[src/rtl/hs_sync_rx_multi.sv]
// hs_sync_rx_multi: multi-channel req/ack receiver. Each channel synchronizes a foreign
// request, tracks its handshake in a small FSM, and a round-robin presenter hands one
// pending channel at a time to the consumer.
module hs_sync_rx_multi #(
    parameter int unsigned NCH         = 4,
    parameter int unsigned SYNC_STAGES = 2,
    parameter bit          PHASE4      = 1'b1,
    parameter int unsigned CHW         = ($clog2(NCH) > 1) ? $clog2(NCH) : 1
) (
    input  logic           clk,
    input  logic           rst_n,
    input  logic [NCH-1:0] req_async,
    output logic [NCH-1:0] ack,
    output logic [NCH-1:0] busy,
    output logic           evt_valid,
    output logic [CHW-1:0] evt_ch,
    input  logic           evt_ready,
    output logic [NCH-1:0] ovf,
    input  logic [NCH-1:0] ovf_clr
);

    typedef enum logic [1:0] {StIdle, StPend, StAckd} chState_e;

    logic [NCH-1:0] syncQ [SYNC_STAGES];
    logic [NCH-1:0] reqS, reqD;
    logic [NCH-1:0] edgeDet, fallDet;
    logic [NCH-1:0] evtQ, fallQ;
    chState_e       stateQ [NCH];
    chState_e       stateD [NCH];
    logic [NCH-1:0] ackD, ovfD;
    logic [NCH-1:0] acceptVec, pendVec;
    logic           accepted;
    logic [CHW-1:0] lastGrantQ, lastGrantD;
    logic [CHW-1:0] startIdx, selCand, selIdx;
    logic           selFound;
    logic           evtValidD;
    logic [CHW-1:0] evtChD;

    assign reqS     = syncQ[SYNC_STAGES-1];
    assign edgeDet  = PHASE4 ? (reqS & ~reqD) : (reqS ^ reqD);
    assign fallDet  = reqD & ~reqS;
    assign accepted = evt_valid & evt_ready;

    // Synchronizer chain plus registered edge/fall detection.
    always_ff @(posedge clk) begin
        if (!rst_n) begin
            for (int s = 0; s < SYNC_STAGES; s++) begin
                syncQ[s] <= '0;
            end
            reqD  <= '0;
            evtQ  <= '0;
            fallQ <= '0;
        end else begin
            syncQ[0] <= req_async;
            for (int s = 1; s < SYNC_STAGES; s++) begin
                syncQ[s] <= syncQ[s-1];
            end
            reqD  <= reqS;
            evtQ  <= edgeDet;
            fallQ <= fallDet;
        end
    end

    // Decode which channel (if any) is accepted this cycle; derive busy and pending.
    always_comb begin
        acceptVec = '0;
        pendVec   = '0;
        busy      = '0;
        for (int i = 0; i < NCH; i++) begin
            acceptVec[i] = accepted && (evt_ch == CHW'(i));
            // The accepted channel must not be re-selected on the same edge.
            pendVec[i]   = (stateQ[i] == StPend) && !acceptVec[i];
            busy[i]      = (stateQ[i] != StIdle);
        end
    end

    // Per-channel handshake FSM next state, ack and sticky overflow.
    always_comb begin
        for (int i = 0; i < NCH; i++) begin
            stateD[i] = stateQ[i];
            ackD[i]   = ack[i];
            ovfD[i]   = ovf[i] & ~ovf_clr[i];
            case (stateQ[i])
                StIdle: begin
                    if (evtQ[i]) begin
                        stateD[i] = StPend;
                    end
                end
                StPend: begin
                    // Protocol violation while waiting; the single pending event is kept.
                    if (PHASE4 ? fallQ[i] : evtQ[i]) begin
                        ovfD[i] = 1'b1;
                    end
                    if (acceptVec[i]) begin
                        if (PHASE4) begin
                            ackD[i]   = 1'b1;
                            stateD[i] = StAckd;
                        end else begin
                            ackD[i]   = ~ack[i];
                            stateD[i] = StIdle;
                        end
                    end
                end
                StAckd: begin
                    if (!reqS[i]) begin
                        ackD[i]   = 1'b0;
                        stateD[i] = StIdle;
                    end
                end
                default: stateD[i] = StIdle;
            endcase
        end
    end

    // Round-robin selection of the next event, searching upward from the last grant.
    always_comb begin
        startIdx = accepted ? evt_ch : lastGrantQ;
        selFound = 1'b0;
        selIdx   = '0;
        selCand  = '0;
        for (int unsigned k = 1; k <= NCH; k++) begin
            selCand = CHW'((32'(startIdx) + k) % NCH);
            if (!selFound && pendVec[selCand]) begin
                selFound = 1'b1;
                selIdx   = selCand;
            end
        end
        evtValidD  = evt_valid;
        evtChD     = evt_ch;
        if (!evt_valid || accepted) begin
            evtValidD = selFound;
            evtChD    = selFound ? selIdx : evt_ch;
        end
        lastGrantD = accepted ? evt_ch : lastGrantQ;
    end

    // State, ack, overflow and presentation registers.
    always_ff @(posedge clk) begin
        if (!rst_n) begin
            for (int i = 0; i < NCH; i++) begin
                stateQ[i] <= StIdle;
            end
            ack        <= '0;
            ovf        <= '0;
            evt_valid  <= 1'b0;
            evt_ch     <= '0;
            // Channel 0 wins the first arbitration after reset.
            lastGrantQ <= CHW'(NCH - 1);
        end else begin
            for (int i = 0; i < NCH; i++) begin
                stateQ[i] <= stateD[i];
            end
            ack        <= ackD;
            ovf        <= ovfD;
            evt_valid  <= evtValidD;
            evt_ch     <= evtChD;
            lastGrantQ <= lastGrantD;
        end
    end

endmodule

[config.mk]
export PLATFORM = sky130hd
export DESIGN_NAME = hs_sync_rx_multi
export DESIGN_NICKNAME = d
export VERILOG_FILES = /design/src/rtl/hs_sync_rx_multi.sv
export SDC_FILE = /design/constraint.sdc
export NUM_CORES = 1
export LEC_CHECK = 0
export CAP_MARGIN = 20
export CORE_ASPECT_RATIO = 0.9
export CORE_MARGIN = 3
export CORE_UTILIZATION = 43
export CTS_CLUSTER_SIZE = 24
export DETAILED_ROUTE_END_ITERATION = 6
export PLACE_DENSITY = 0.68
export SKIP_CTS_REPAIR_TIMING = 1
export SLEW_MARGIN = 15
export SYNTH_ARGS = -nofsm -noshare
export SYNTH_HDL_FRONTEND = slang
export SYNTH_SLANG_ARGS = --single-unit
[constraint.sdc]
create_clock -name clk -period 1.8 [get_ports clk]
set_input_delay 0.36 -clock clk [delete_from_list [all_inputs] [get_ports clk]]
set_output_delay 0.36 -clock clk [all_outputs]
set_load 0.02 [all_outputs]
=== Word-level counts from Yosys, hierarchy flattened ===
Memories as Yosys holds them, arrays and structs flattened.
Cells that the tools add are included.
Widths: inputs -> output; s select.

* Memory bits (writable): 16
* Bits of input ports: 11
* Bits in registers: 25
* Memories kept: 2
* Output and inout port bits: 15
* Logic and storage cells: 158

* Muxes and demuxes: 61
* Add/subtract/negate cells: 4
* Reductions and logical operators: 38
* Bitwise logic cells: 19
* Equal/unequal tests: 19
* Magnitude comparators: 4

{| class="wikitable"
|+ Memory list
! name !! words !! width !! read ports !! clocked after Yosys merged registers in !! write ports !! line !! RTL
|-
| stateQ || 4 || 2 || 4 || 0 || 4 || 28 || <nowiki>chState_e stateQ [NCH];</nowiki>
|-
| syncQ || 2 || 4 || 2 || 0 || 2 || 24 || <nowiki>logic [NCH-1:0] syncQ [SYNC_STAGES];</nowiki>
|}

{| class="wikitable"
|+ Operator list
! operator !! number
|-
| $mux 2 || 21
|-
| $mux 1 || 26
|-
| $pmux 2 s3 || 4
|-
| $ne 2x2->1 const B || 8
|-
| $reduce_bool 2->1 || 8
|-
| $eq 2x2->1 const B || 6
|-
| $lt 2x3->1 const B || 4
|-
| $reduce_and 3->1 || 4
|-
| $logic_and 1x1->1 || 11
|-
| $eq 2x1->1 const B || 5
|-
| $logic_not 2->1 || 5
|-
| $and 4x4->4 || 2
|-
| $bmux 1 s2 || 4
|-
| $logic_not 1->1 || 8
|-
| $mux 4 || 2
|-
| $not 4->4 || 2
|-
| $pmux 1 s2 || 4
|-
| $or 1x1->1 || 6
|-
| $and 1x1->1 || 5
|-
| $add 2x1->2 const B || 2
|-
| $add 2x2->2 const B || 2
|-
| $not 1->1 || 4
|-
| $reduce_and 2->1 || 1
|-
| $logic_or 1x1->1 || 1
|}

=== Logic depth before layout (Yosys ltp) ===
* Depth in word-level cells: 17
* Mapped depth: 6
* Gate-level depth less buffers: 5

=== Least setup slack after synthesis ===
No wires, ideal clock.

* Kind: flip-flop to flip-flop
* Start: register evt_valid
* End: register evt_ch[1]
* Buffers on the path: 1
* Setup slack: 0.136 ns
* Period minus slack after synthesis: 1.664 ns
* Data arrival time: 1.539 ns
* Cell stages (with the launch flop): 7
* Required time: 1.676 ns
* Setup time: 0.124 ns
* Path through: dfxtp_1 nand4_1 and2_0 buf_4 o31a_1 o21ai_0 a31oi_1

* Longest elaborated chain between the ends: 17
* Elaborated cells between the ends (all ways): 43
* Those cells by class: add/sub (4); mux (17); bitwise (1); reduce/logical (21)

{| class="wikitable"
|+ RTL lines
! element !! line !! RTL
|-
| start, declared || 15 || <nowiki>output logic evt_valid,</nowiki>
|-
| start signal, assigned || 155 || <nowiki>evt_valid <= evtValidD;</nowiki>
|-
| branches (longest 17 deep; another with $add 2x1->2) || -- ||
|-
| end signal, assigned || 156 || <nowiki>evt_ch <= evtChD;</nowiki>
|-
| end, declared || 16 || <nowiki>output logic [CHW-1:0] evt_ch,</nowiki>
|}

Parallel ways; which one is timed is not known. The select of a mux whose other input is x is not followed.
A chain may end at the register's enable or synchronous reset.

=== Worst setup path in the final report ===
* Start: register evt_valid
* End: output evt_valid

No word-level cell between the ends.

==> results_dict.tcl <==
set metrics [dict create \
    n_antenna_cell 0 \
    setup_viol 0 \
    outcome "finished, final reports clean" \
    critical_path_class "register to output port" \
    tritoncts "yes" \
    antenna_left 0 \
    start_util 0.4633 \
    clk_path_buf_depth 2 \
    grt_max_degree 21 \
    layout_common_cells "dfxtp_1, and2_1, clkdlybuf4s50_1" \
    grt_overflow 0 \
    whs_ns 0.4124 \
    antenna_found_initial 0 \
    routed_via_density 5.015 \
    syn-num-nets 184 \
    place_area_mm2 0.002003 \
    slowest_delay_ns 0.63 \
    final_cells 260 \
    yosys.area.top_type "dfxtp_1" \
    syn_to_final_growth_pct 32.92 \
    dp_cells 252 \
    p_leak_nw 0.9720 \
    tightest_slew_ns 0.3395 \
    dieArea_mm2 0.004519 \
    end_kind "output port" \
    cp.depth 1 \
    drive_gt1_frac 0.1528 \
    hold_viol_final 0 \
    final_core_util 0.6158 \
    clock-sinks 41 \
    num_vias 1304 \
    syn-cell-area_mm2 0.001612 \
    dp_hpwl_mm 2.342 \
    critPathBufInv 1 \
    grt_pass1_vias 1303 \
    start_kind "register" \
    synth.yosys.seq_area_share 0.5093 \
    wl_per_cell_um 12.23 \
    boundaryPins 26 \
    required_ns 1.44 \
    chipWidth_um 70.53 \
    clock_latency_ns 0.29 \
    gp_congestion 0.8561 \
    cts-buffers-inserted 5 \
    slew_viol_final 0 \
    crit_fanout 9 \
    hold_path.class "register to register" \
    final_area_mm2 0.002142 \
    ys_ff_latch 41 \
    cts_root_buffer "clkbuf_8" \
    syn_inst 173 \
    fin_skew_ns 0.006820 \
    grt_usage 0.1562 \
    fmax_mhz 589.0 \
    power.density_mw_per_mm2 886.5 \
    relSlewSlack 0.7735 \
    nNetsFinal 226 \
    rsz0062_at_grt "false" \
    crit_chain "clkdlybuf4s50_1" \
    synth_top_area_share 0.5093 \
    whs_path_depth 1 \
    yosys_warnings 0 \
    drtIter0Drc 58 \
    synthTopCellsByArea "dfxtp_1, and2_1, nor2b_1" \
    ff2ff_path_depth 5 \
    path_clk_slew_ns 0.07 \
    finalCritPeriodShare 0.9432 \
    synthDistinctLibCells 34 \
    wirelength_mm 3.181 \
    cts_max_level 2 \
    final_common_cell "dfxtp_1" \
    grt_first_pass_wirelength_mm 5.664 \
    avgSynthCellArea_um2 9.315 \
    critPathTopFamily "buffers and inverters" \
    core_mm2 0.003478 \
    drt_pre_antenna_iters 4 \
    die_h_um 64.08 \
    ir_drop_uv 527.7 \
    critPathSlowestCell "clkdlybuf4s50_1" \
    port_buffers 25 \
    maxCapViolCount 0 \
    drc_errors 0 \
    setup-tns-final_ns 0 \
    worstPathArrival_ns 1.34 \
    fin_crit_ns 1.698 \
    rows 20 \
]
-- layer usage --
layer  GRT usage  up-vias  part of all wire
li1            -      672                 -
met1      0.2033      603              0.51
met2      0.2442       24              0.43
met3     0.04403        5             0.042
met4     0.06338        0             0.012
met5           0        -                 0
-- kinds of logic (layout without fill, tap and decap cells) --
kind of cell	count (synthesis)	after routing	synth area share
flip-flops	41	41	0.5093
buffers and inverters	11	54	0.02795
AO/OA/AOI/OAI	37	37	0.1467
multiplexers	3	3	0.01941
AND/OR/NAND/NOR	81	81	0.2966
-- registers in the layout, summed over array words and instances, names as in the netlist --
register	cells
ack	4
evtQ	4
evt_ch	2
evt_valid	1
fallQ	4
lastGrantQ	2
ovf	4
reqD	4
stateQ	8
syncQ	8
-- synth_stat cells --
cell type / instances
nand3b_1: 5
o31a_1: 1
dfxtp_1: 41
a31oi_1: 2
nand4_1: 1
a21oi_1: 12
nand2_1: 17
a21boi_2: 1
nand3_1: 1
and2b_1: 1
or2_2: 1
and4bb_2: 1
a221o_1: 1
or3_1: 1
or2b_2: 2
clkbuf_1: 3
o22ai_1: 4
mux2_2: 1
nor3_1: 1
and2_1: 18
inv_1: 7
buf_4: 1
nor2_1: 9
o21ai_0: 10
a31oi_4: 1
and3b_1: 3
nor2b_1: 13
a21boi_0: 4
mux2i_1: 2
a21o_1: 1
and2_0: 1
and2b_2: 1
nand2b_1: 3
and4b_2: 2
-- final timing paths --
| path | from | to | slack, ns |
|---|---|---|---|
| max | evt_valid | evt_valid | 0.10 |
| min | reqD[3] | evtQ[3] | 0.41 |
| max reg2reg | stateQ[3][1] | evt_ch[1] | 0.17 |
| min reg2reg | reqD[3] | evtQ[3] | 0.41 |
-- layout make-up --
class                           count  area [um2]
Timing Repair Buffer               39       372.9
Fill cell                         307        1336
Multi-Input combinational cell    121       745.7
Inverter                            7       26.28
Sequential cell                    41       822.0
Tap cell                           44       55.05
Clock buffer                        6       82.58
Clock inverter                      2       37.54
-- stage by stage --
stage / power (mW) / setup slack, ns
after floorplan: 1.069 / 0.1363
after detailed placement: 1.161 / -0.3486
after global placement: 1.160 / -0.3265
after CTS: 1.925 / -0.06218
after global routing: 1.984 / 0.02135
final: 1.899 / 0.1022
-- worst reg2reg max path, cell delays in order (launching register included) --
cell	delay [ns]
dfxtp_1	0.34
and2b_1	0.25
and2_0	0.34
mux2i_1	0.12
a221o_1	0.35
a31oi_1	0.15
-- power breakdown --
part / leakage (nW) / internal, mW / switching [mW]
sequential: 0.334 / 0.935 / 0.0263
combinational: 0.580 / 0.0973 / 0.0796
clock: 0.0574 / 0.451 / 0.310
No activity file was read; power rests on OpenSTA's default activity.
